===== src/rtl/alu_cmd_sequencer_if.sv =====
// Command, ALU-drive and response signals of the ALU command sequencer.
// slave: the sequencer. master: the command source, ALU and response consumer.
interface alu_cmd_sequencer_if #(
  parameter int unsigned WIDTH = 8
);
  logic             cmd_valid;
  logic             cmd_ready;
  logic [WIDTH-1:0] cmd_a;
  logic [WIDTH-1:0] cmd_b;
  logic [2:0]       cmd_sel;
  logic             cmd_use_acc;
  logic [WIDTH-1:0] alu_a;
  logic [WIDTH-1:0] alu_b;
  logic [2:0]       alu_sel;
  logic [WIDTH-1:0] alu_result;
  logic             alu_cout;
  logic             rsp_valid;
  logic             rsp_ready;
  logic [WIDTH-1:0] rsp_result;
  logic             rsp_cout;
  logic             rsp_zero;
  logic             rsp_err;
  logic [WIDTH-1:0] acc_out;

  modport slave (
    input  cmd_valid, cmd_a, cmd_b, cmd_sel, cmd_use_acc, alu_result, alu_cout, rsp_ready,
    output cmd_ready, alu_a, alu_b, alu_sel, rsp_valid, rsp_result, rsp_cout, rsp_zero,
           rsp_err, acc_out
  );

  modport master (
    output cmd_valid, cmd_a, cmd_b, cmd_sel, cmd_use_acc, alu_result, alu_cout, rsp_ready,
    input  cmd_ready, alu_a, alu_b, alu_sel, rsp_valid, rsp_result, rsp_cout, rsp_zero,
           rsp_err, acc_out
  );
endinterface


===== src/rtl/alu_cmd_sequencer.sv =====
// Single-outstanding command front end for a combinational 8-bit ALU: registers
// operands, holds them for a settle window, captures the result with status flags.
module alu_cmd_sequencer #(
  parameter int unsigned      WIDTH         = 8,
  parameter int unsigned      SETTLE_CYCLES = 1,
  parameter logic [WIDTH-1:0] ACC_RESET     = '0
) (
  input logic                clk,
  input logic                rst,
  alu_cmd_sequencer_if.slave bus
);

  typedef enum logic [1:0] {
    IDLE,
    SETTLE,
    DONE
  } state_e;

  state_e           state_q;
  logic [3:0]       cnt_q;
  logic             cmd_ready_q;
  logic             err_q;
  logic [WIDTH-1:0] alu_a_q;
  logic [WIDTH-1:0] alu_b_q;
  logic [2:0]       alu_sel_q;
  logic [WIDTH-1:0] acc_q;
  logic             rsp_valid_q;
  logic [WIDTH-1:0] rsp_result_q;
  logic             rsp_cout_q;
  logic             rsp_zero_q;
  logic             rsp_err_q;

  logic cmd_unsupported;
  assign cmd_unsupported = bus.cmd_sel inside {3'b001, 3'b010, 3'b011};

  always_ff @(posedge clk) begin
    if (rst) begin
      state_q      <= IDLE;
      cnt_q        <= '0;
      cmd_ready_q  <= 1'b0;
      err_q        <= 1'b0;
      alu_a_q      <= '0;
      alu_b_q      <= '0;
      alu_sel_q    <= '0;
      acc_q        <= ACC_RESET;
      rsp_valid_q  <= 1'b0;
      rsp_result_q <= '0;
      rsp_cout_q   <= 1'b0;
      rsp_zero_q   <= 1'b0;
      rsp_err_q    <= 1'b0;
    end else begin
      case (state_q)
        IDLE: begin
          // ready rises one edge after reset release, then drops on accept
          cmd_ready_q <= 1'b1;
          if (bus.cmd_valid && cmd_ready_q) begin
            alu_a_q     <= bus.cmd_a;
            alu_b_q     <= bus.cmd_use_acc ? acc_q : bus.cmd_b;
            alu_sel_q   <= bus.cmd_sel;
            err_q       <= cmd_unsupported;
            cnt_q       <= 4'(SETTLE_CYCLES);
            cmd_ready_q <= 1'b0;
            state_q     <= SETTLE;
          end
        end
        SETTLE: begin
          cnt_q <= cnt_q - 4'd1;
          if (cnt_q == 4'd1) begin
            rsp_result_q <= err_q ? '0 : bus.alu_result;
            rsp_cout_q   <= (alu_sel_q == 3'b000) && !err_q && bus.alu_cout;
            rsp_zero_q   <= !err_q && (bus.alu_result == '0);
            rsp_err_q    <= err_q;
            rsp_valid_q  <= 1'b1;
            if (!err_q) begin
              acc_q <= bus.alu_result;
            end
            state_q <= DONE;
          end
        end
        DONE: begin
          if (bus.rsp_ready) begin
            rsp_valid_q <= 1'b0;
            cmd_ready_q <= 1'b1;
            state_q     <= IDLE;
          end
        end
        default: state_q <= IDLE;
      endcase
    end
  end

  assign bus.cmd_ready  = cmd_ready_q;
  assign bus.alu_a      = alu_a_q;
  assign bus.alu_b      = alu_b_q;
  assign bus.alu_sel    = alu_sel_q;
  assign bus.rsp_valid  = rsp_valid_q;
  assign bus.rsp_result = rsp_result_q;
  assign bus.rsp_cout   = rsp_cout_q;
  assign bus.rsp_zero   = rsp_zero_q;
  assign bus.rsp_err    = rsp_err_q;
  assign bus.acc_out    = acc_q;

endmodule


===== src/flat_wrapper.sv =====
// flat-port wrapper written by rule: the top's interface ports become plain ports
module alu_cmd_sequencer_flat 
#(
  parameter int unsigned      WIDTH         = 8,
  parameter int unsigned      SETTLE_CYCLES = 1,
  parameter logic [WIDTH-1:0] ACC_RESET     = '0
)
  (clk, rst, bus_cmd_valid, bus_cmd_a, bus_cmd_b, bus_cmd_sel, bus_cmd_use_acc, bus_alu_result, bus_alu_cout, bus_rsp_ready, bus_cmd_ready, bus_alu_a, bus_alu_b, bus_alu_sel, bus_rsp_valid, bus_rsp_result, bus_rsp_cout, bus_rsp_zero, bus_rsp_err, bus_acc_out);
  alu_cmd_sequencer_if #(.WIDTH(WIDTH)) bus_i ();
  input logic clk;
  input logic rst;
  input wire logic [$bits(bus_i.cmd_valid)-1:0] bus_cmd_valid;
  input wire logic [$bits(bus_i.cmd_a)-1:0] bus_cmd_a;
  input wire logic [$bits(bus_i.cmd_b)-1:0] bus_cmd_b;
  input wire logic [$bits(bus_i.cmd_sel)-1:0] bus_cmd_sel;
  input wire logic [$bits(bus_i.cmd_use_acc)-1:0] bus_cmd_use_acc;
  input wire logic [$bits(bus_i.alu_result)-1:0] bus_alu_result;
  input wire logic [$bits(bus_i.alu_cout)-1:0] bus_alu_cout;
  input wire logic [$bits(bus_i.rsp_ready)-1:0] bus_rsp_ready;
  output wire logic [$bits(bus_i.cmd_ready)-1:0] bus_cmd_ready;
  output wire logic [$bits(bus_i.alu_a)-1:0] bus_alu_a;
  output wire logic [$bits(bus_i.alu_b)-1:0] bus_alu_b;
  output wire logic [$bits(bus_i.alu_sel)-1:0] bus_alu_sel;
  output wire logic [$bits(bus_i.rsp_valid)-1:0] bus_rsp_valid;
  output wire logic [$bits(bus_i.rsp_result)-1:0] bus_rsp_result;
  output wire logic [$bits(bus_i.rsp_cout)-1:0] bus_rsp_cout;
  output wire logic [$bits(bus_i.rsp_zero)-1:0] bus_rsp_zero;
  output wire logic [$bits(bus_i.rsp_err)-1:0] bus_rsp_err;
  output wire logic [$bits(bus_i.acc_out)-1:0] bus_acc_out;
  assign bus_i.cmd_valid = bus_cmd_valid;
  assign bus_i.cmd_a = bus_cmd_a;
  assign bus_i.cmd_b = bus_cmd_b;
  assign bus_i.cmd_sel = bus_cmd_sel;
  assign bus_i.cmd_use_acc = bus_cmd_use_acc;
  assign bus_i.alu_result = bus_alu_result;
  assign bus_i.alu_cout = bus_alu_cout;
  assign bus_i.rsp_ready = bus_rsp_ready;
  assign bus_cmd_ready = bus_i.cmd_ready;
  assign bus_alu_a = bus_i.alu_a;
  assign bus_alu_b = bus_i.alu_b;
  assign bus_alu_sel = bus_i.alu_sel;
  assign bus_rsp_valid = bus_i.rsp_valid;
  assign bus_rsp_result = bus_i.rsp_result;
  assign bus_rsp_cout = bus_i.rsp_cout;
  assign bus_rsp_zero = bus_i.rsp_zero;
  assign bus_rsp_err = bus_i.rsp_err;
  assign bus_acc_out = bus_i.acc_out;
  alu_cmd_sequencer #(.WIDTH(WIDTH), .SETTLE_CYCLES(SETTLE_CYCLES), .ACC_RESET(ACC_RESET)) u_core (.clk(clk), .rst(rst), .bus(bus_i));
endmodule

===== config.mk =====
export PLATFORM = sky130hd
export DESIGN_NAME = alu_cmd_sequencer_flat
export DESIGN_NICKNAME = d
export VERILOG_FILES = /design/src/rtl/alu_cmd_sequencer_if.sv /design/src/rtl/alu_cmd_sequencer.sv /design/src/flat_wrapper.sv
export SDC_FILE = /design/constraint.sdc
export NUM_CORES = 1
export LEC_CHECK = 0
export ABC_AREA = 0
export CAP_MARGIN = 20
export CORE_MARGIN = 8
export CORE_UTILIZATION = 30
export CTS_BUF_LIST = sky130_fd_sc_hd__clkbuf_16
export DETAILED_ROUTE_END_ITERATION = 12
export GPL_ROUTABILITY_DRIVEN = 0
export PLACE_DENSITY = 0.54
export REMOVE_ABC_BUFFERS = 1
export SLEW_MARGIN = 20
export SYNTH_ARGS = -nofsm -noshare
export SYNTH_HDL_FRONTEND = slang
export SYNTH_SLANG_ARGS = --single-unit

===== constraint.sdc =====
create_clock -name clk -period 3.1 [get_ports clk]
set_clock_uncertainty 0.1 [all_clocks]
set_input_delay 0.62 -clock clk [delete_from_list [all_inputs] [get_ports clk]]
set_output_delay 0.62 -clock clk [all_outputs]
set_load 0.01 [all_outputs]

==> Word-level counts from Yosys, hierarchy flattened <==
Index checks and enable logic that the tools add are counted.
{ "op_classes": {"mux": 14, "addsub": 1, "n_bitwise": 1, "n_reduce_logical": 19, "n_eq_ne": 9} }
{ "ops": {"columns": ["operator", "n"], "rows": [
  ["$mux W8", 2],
  ["$reduce_and A3 Y1", 3],
  ["$logic_not A8 Y1", 1],
  ["$pmux W4 S2", 1],
  ["$reduce_and A2 Y1", 4],
  ["$eq A3 B2 Y1 const B", 2],
  ["$mux W2", 3],
  ["$pmux W2 S3", 1],
  ["$reduce_bool A2 Y1", 3],
  ["$eq A4 B1 Y1 const B", 1],
  ["$logic_and A1 B1 Y1", 4],
  ["$mux W1", 4],
  ["$mux W4", 1],
  ["$ne A2 B1 Y1 const B", 2],
  ["$pmux W1 S2", 2],
  ["$sub A4 B1 Y4 const B", 1],
  ["$eq A3 B1 Y1 const B", 1],
  ["$logic_not A3 Y1", 1],
  ["$reduce_bool A3 Y1", 1],
  ["$eq A2 B1 Y1 const B", 1],
  ["$eq A2 B2 Y1 const B", 1],
  ["$logic_not A2 Y1", 1],
  ["$ne A2 B2 Y1 const B", 1],
  ["$logic_not A1 Y1", 1],
  ["$not A1 Y1", 1]
]} }
{ "totals": {"ff_bits": 47, "output_inout_bits": 40, "elab_cells": 57, "input_bits": 33} }

==> Longest topological paths before layout <==
{ "depth": {"word_depth": 3, "mapped_depth": 7, "mapped_depth_nobuf": 5} }

==> Worst setup path after synthesis <==
No wires, ideal clock.
{ "synth_path": {"kind": "register to register", "start": "register u_core.cnt_q[0]", "end": "register u_core.rsp_result_q[1] (netlist: u_core.bus.rsp_result[1])", "arrival_ns": 1.318, "setup_slack_ns": 1.550, "required_time_ns": 2.868, "setup_time_ns": 0.132, "synth_period_minus_slack_ns": 1.550, "path_buffers": 2, "stages_incl_launch_ff": 7, "cell_sequence": "dfxtp_1 ha_1 or3b_1 buf_2 buf_6 o21ai_1 a21oi_1"} }
{ "synth_between": {"elab_chain_len": 2} }
{ "synth_rtl": {"columns": ["element", "line_no", "rtl"], "rows": [
  ["start, declared", "alu_cmd_sequencer.sv:20", "logic [3:0] cnt_q;"],
  ["start signal, assigned", "alu_cmd_sequencer.sv:61", "cnt_q <= 4'(SETTLE_CYCLES);"],
  ["start signal, assigned", "alu_cmd_sequencer.sv:67", "cnt_q <= cnt_q - 4'd1;"],
  ["$eq A4 B1 Y1", "alu_cmd_sequencer.sv:68", "if (cnt_q == 4'd1) begin"],
  ["$reduce_and A2 Y1 (no source line)", null, null],
  ["end signal, assigned", "alu_cmd_sequencer.sv:69", "rsp_result_q <= err_q ? '0 : bus.alu_result;"],
  ["end, declared", "alu_cmd_sequencer.sv:28", "logic [WIDTH-1:0] rsp_result_q;"]
]} }
No other way between the ends.
A chain may end at the register's enable or synchronous reset.

==> Worst setup path after layout <==
{ "layout_path": {"start": "register u_core.cmd_ready_q (netlist: u_core.bus.cmd_ready)", "end": "output port bus_cmd_ready"} }
{ "layout_rtl": {"columns": ["element", "line_no", "rtl"], "rows": [
  ["start, declared", "alu_cmd_sequencer.sv:21", "logic cmd_ready_q;"],
  ["start signal, assigned", "alu_cmd_sequencer.sv:40", "cmd_ready_q <= 1'b0;"],
  ["start signal, assigned", "alu_cmd_sequencer.sv:55", "cmd_ready_q <= 1'b1;"],
  ["start signal, assigned", "alu_cmd_sequencer.sv:62", "cmd_ready_q <= 1'b0;"],
  ["end, declared", "flat_wrapper.sv:20", "output wire logic [$bits(bus_i.cmd_ready)-1:0] bus_cmd_ready;"]
]} }
No word-level cell between the ends.

==> flow_metrics.tcl <==
set metrics [dict create \
    insertion_delay_ns 0.28 \
    worstReg2RegEnd "u_core.bus.rsp_result[5]$_SDFFE_PP0P_" \
    port_buffers 72 \
    period_share_pct 62.6 \
    setup_tns_ns 0 \
    path_delay_family "buffers and inverters" \
    synthTopCellsByCount "dfxtp_1 (47), a21oi_1 (38), nand2_1 (25), nand3_1 (12), o21ai_1 (11)" \
    cts_resized 0 \
    avgSynthCellArea_um2 8.77 \
    cts_sinks 47 \
    path_class "flop to primary output" \
    final-hold-violation-count 0 \
    synth-edff-count 0 \
    yosysMostFrequentCell "dfxtp_1" \
    drtIter0Drc 71 \
    core_area_um2 6280 \
    cts_buffers 5 \
    place_area_um2 2660 \
    worst_pin_slew_ns 0.876 \
    sw_frac_of_total_pct 24.9 \
    met3_length_um 463 \
    io_pins 73 \
    die_area_um2 9220 \
    synth_area_leaders "dfxtp_1 (49%), a21oi_1 (9.9%), nand2_1 (4.9%)" \
    synth_ff_type "dfxtp_1" \
    yosysWarnings 0 \
    finalNonFillerCells 362 \
    dr.pass1.iters 5 \
    critPathSlowestCell "clkdlybuf4s50_1" \
    critPathBufInv 1 \
    drt_wl_total_um 5370 \
    reg2reg_from "u_core.cnt_q[0]$_SDFFE_PP0P_" \
    nets 319 \
    finalCriticalPeriod_ns 1.94 \
    synth_area_leader_cell "dfxtp_1" \
    clk_pin_slew_ns 0.07 \
    grt_max_degree 48 \
    ir_drop_mv 0.257 \
    remaining_drc_errors 0 \
    ys_seq_elements 47 \
    fillers 640 \
    place_inst 354 \
    seq_area_um2 941 \
    grt_pass1_wl_um 8460 \
    cts_setup_buffers 0 \
    n_antenna_cell 0 \
    die_y_um 96.0 \
    synthCells 219 \
    p_leak_nw 0.969 \
    holdCritStartpoint "u_core.bus.alu_a[0]$_SDFFE_PP0P_" \
    grt.overflow.total 0 \
    cap_violations 0 \
    synthToLayoutAreaGrowth_pct 47.4 \
    ys_seq_area_share_pct 49.0 \
    internal_power_mw 1.14 \
    rr_worst_depth 5 \
    synthArstFlopShare_pct 0 \
    post_drt_via_cell_ratio 4.81 \
    grt_pass1_vias 1708 \
    antenna_found_initial 0 \
    ant_nets 0 \
    fin_total_pwr_mw 1.51 \
    cp.required_ns 2.38 \
    pwr-share-clk_pct 40.5 \
    rows 29 \
    slew-limit-headroom_pct 41.6 \
    cts_buffer_depth 2 \
    r2r_slack_ns 1.23 \
    cts_root_buf "clkbuf_16" \
    holdBufCountCts 0 \
    rsz0062_at_grt "false" \
    yosysUniqueCellTypes 30 \
    worstHoldPathType "flop to flop" \
    syn_area_um2 1920 \
    vias 1743 \
    dp_hpwl_um 3930 \
    power_frac_seq_pct 43.6 \
    critPathArrivalTime_ns 1.22 \
    multi_input_area_um2 863 \
    endpoint_kind "primary output" \
    path_cells "clkdlybuf4s50_1" \
    holdPathEnd "u_core.bus.alu_a[0]$_SDFFE_PP0P_" \
    grtUsageTotal_pct 11.6 \
    wl_met1_um 2690 \
    start_util_pct 30.6 \
    cp_max_fo 5 \
    min_path_cells 2 \
    cts_tree "built" \
    path_depth 1 \
    final_area_um2 2830 \
    h-tree-depth 2 \
    clock.fmax_ghz 0.515 \
    dr_wl_met2_um 2190 \
    wire_per_inst_um 14.8 \
    share_comb_of_total_power_pct 15.9 \
    p_sw_mw 0.377 \
    status "complete, no violations" \
    top_layer "met4" \
    setup_violations 0 \
    slowest_delay_ns 0.56 \
    drive_above_1_share_pct 5.61 \
    power.density_nw_per_um2 535 \
    worst_setup_path_start_kind "flop" \
    maxSlewViolCount 0 \
    chipWidth_um 96.0 \
    synth_top_cell_area_share_pct 49.0 \
]
==> cell type report <==
class / instances / area share [%]
multi-input combinational: 150 / 30.5
clock buffer: 5 / 4.42
timing repair buffer: 76 / 26.3
tap: 77 / 3.40
clock inverter: 3 / 1.55
sequential: 47 / 33.2
inverter: 4 / 0.531
==> through the flow <==
step | hold WS (ns) | worst slack, ns | util (%)
finish | 0.355 | 1.16 | 45.1
global route | 0.384 | 1.04 | 45.1
global placement | 0.349 | 1.03 | 42.4
floorplan | 0.368 | 1.34 | -
CTS | 0.360 | 1.14 | 45.1
detailed placement | 0.350 | 1.01 | 42.4
==> cell usage in the layout, fill, tap and decap left out, types with 3 or more instances in the layout <==
master | netlist | routed
clkdlybuf4s50_1 | 0 | 71
dfxtp_1 | 47 | 47
a21oi_1 | 38 | 38
nand2_1 | 25 | 25
nand3_1 | 12 | 12
o21ai_1 | 11 | 11
nor2_1 | 9 | 9
o21ai_0 | 9 | 9
a211oi_1 | 9 | 9
mux2i_1 | 8 | 8
clkbuf_16 | 0 | 5
inv_1 | 4 | 4
nand2b_1 | 4 | 4
nor4_1 | 4 | 4
buf_4 | 3 | 4
nand4b_1 | 3 | 3
==> layer usage <==
metal	vias to the layer above	GRT usage, %
met3	2	4.29
met1	779	15.4
met4	0	3.07
met2	55	17.1
met5	-	0
li1	907	-
==> registers in the layout (all words and copies together), names as in the netlist, 2 cells and up <==
signal,cells
u_core.cnt_q,4
u_core.bus.alu_b,8
u_core.state_q,2
u_core.bus.alu_a,8
u_core.bus.alu_sel,3
u_core.bus.acc_out,8
u_core.bus.rsp_result,8
==> how the worst max path moves through the flow <==
stage	from	to	slack [ns]
after detailed placement	bus_cmd_valid	u_core.err_q$_SDFFE_PP0P_	1.01
final	u_core.bus.cmd_ready$_SDFFE_PP0P_	bus_cmd_ready	1.16
after global placement	bus_cmd_valid	u_core.err_q$_SDFFE_PP0P_	1.03
after CTS	u_core.bus.cmd_ready$_SDFFE_PP0P_	bus_cmd_ready	1.14
after floorplan	bus_cmd_valid	u_core.cnt_q[0]$_SDFFE_PP0P_	1.34
after global routing	u_core.cnt_q[0]$_SDFFE_PP0P_	u_core.bus.rsp_result[5]$_SDFFE_PP0P_	1.04
==> logic make-up after synthesis <==
kind of cell    Yosys count  share of synthesized area [%]
compound gates           70                           20.0
simple gates             69                           19.0
flops                    47                           49.0
buf+inv                  22                           6.06
mux                       8                           4.17
fa+ha+maj                 2                           1.30
xor+xnor                  1                          0.456
==> power by group through the flow <==
stage	Combinational (mW)	Sequential [mW]	Clock, mW
global route	0.267	0.666	0.654
CTS	0.245	0.661	0.630
global placement	0.243	0.674	0
finish	0.241	0.661	0.613
detailed placement	0.244	0.675	0
floorplan	0.0948	0.681	0
No activity file was read; power rests on OpenSTA's default activity.
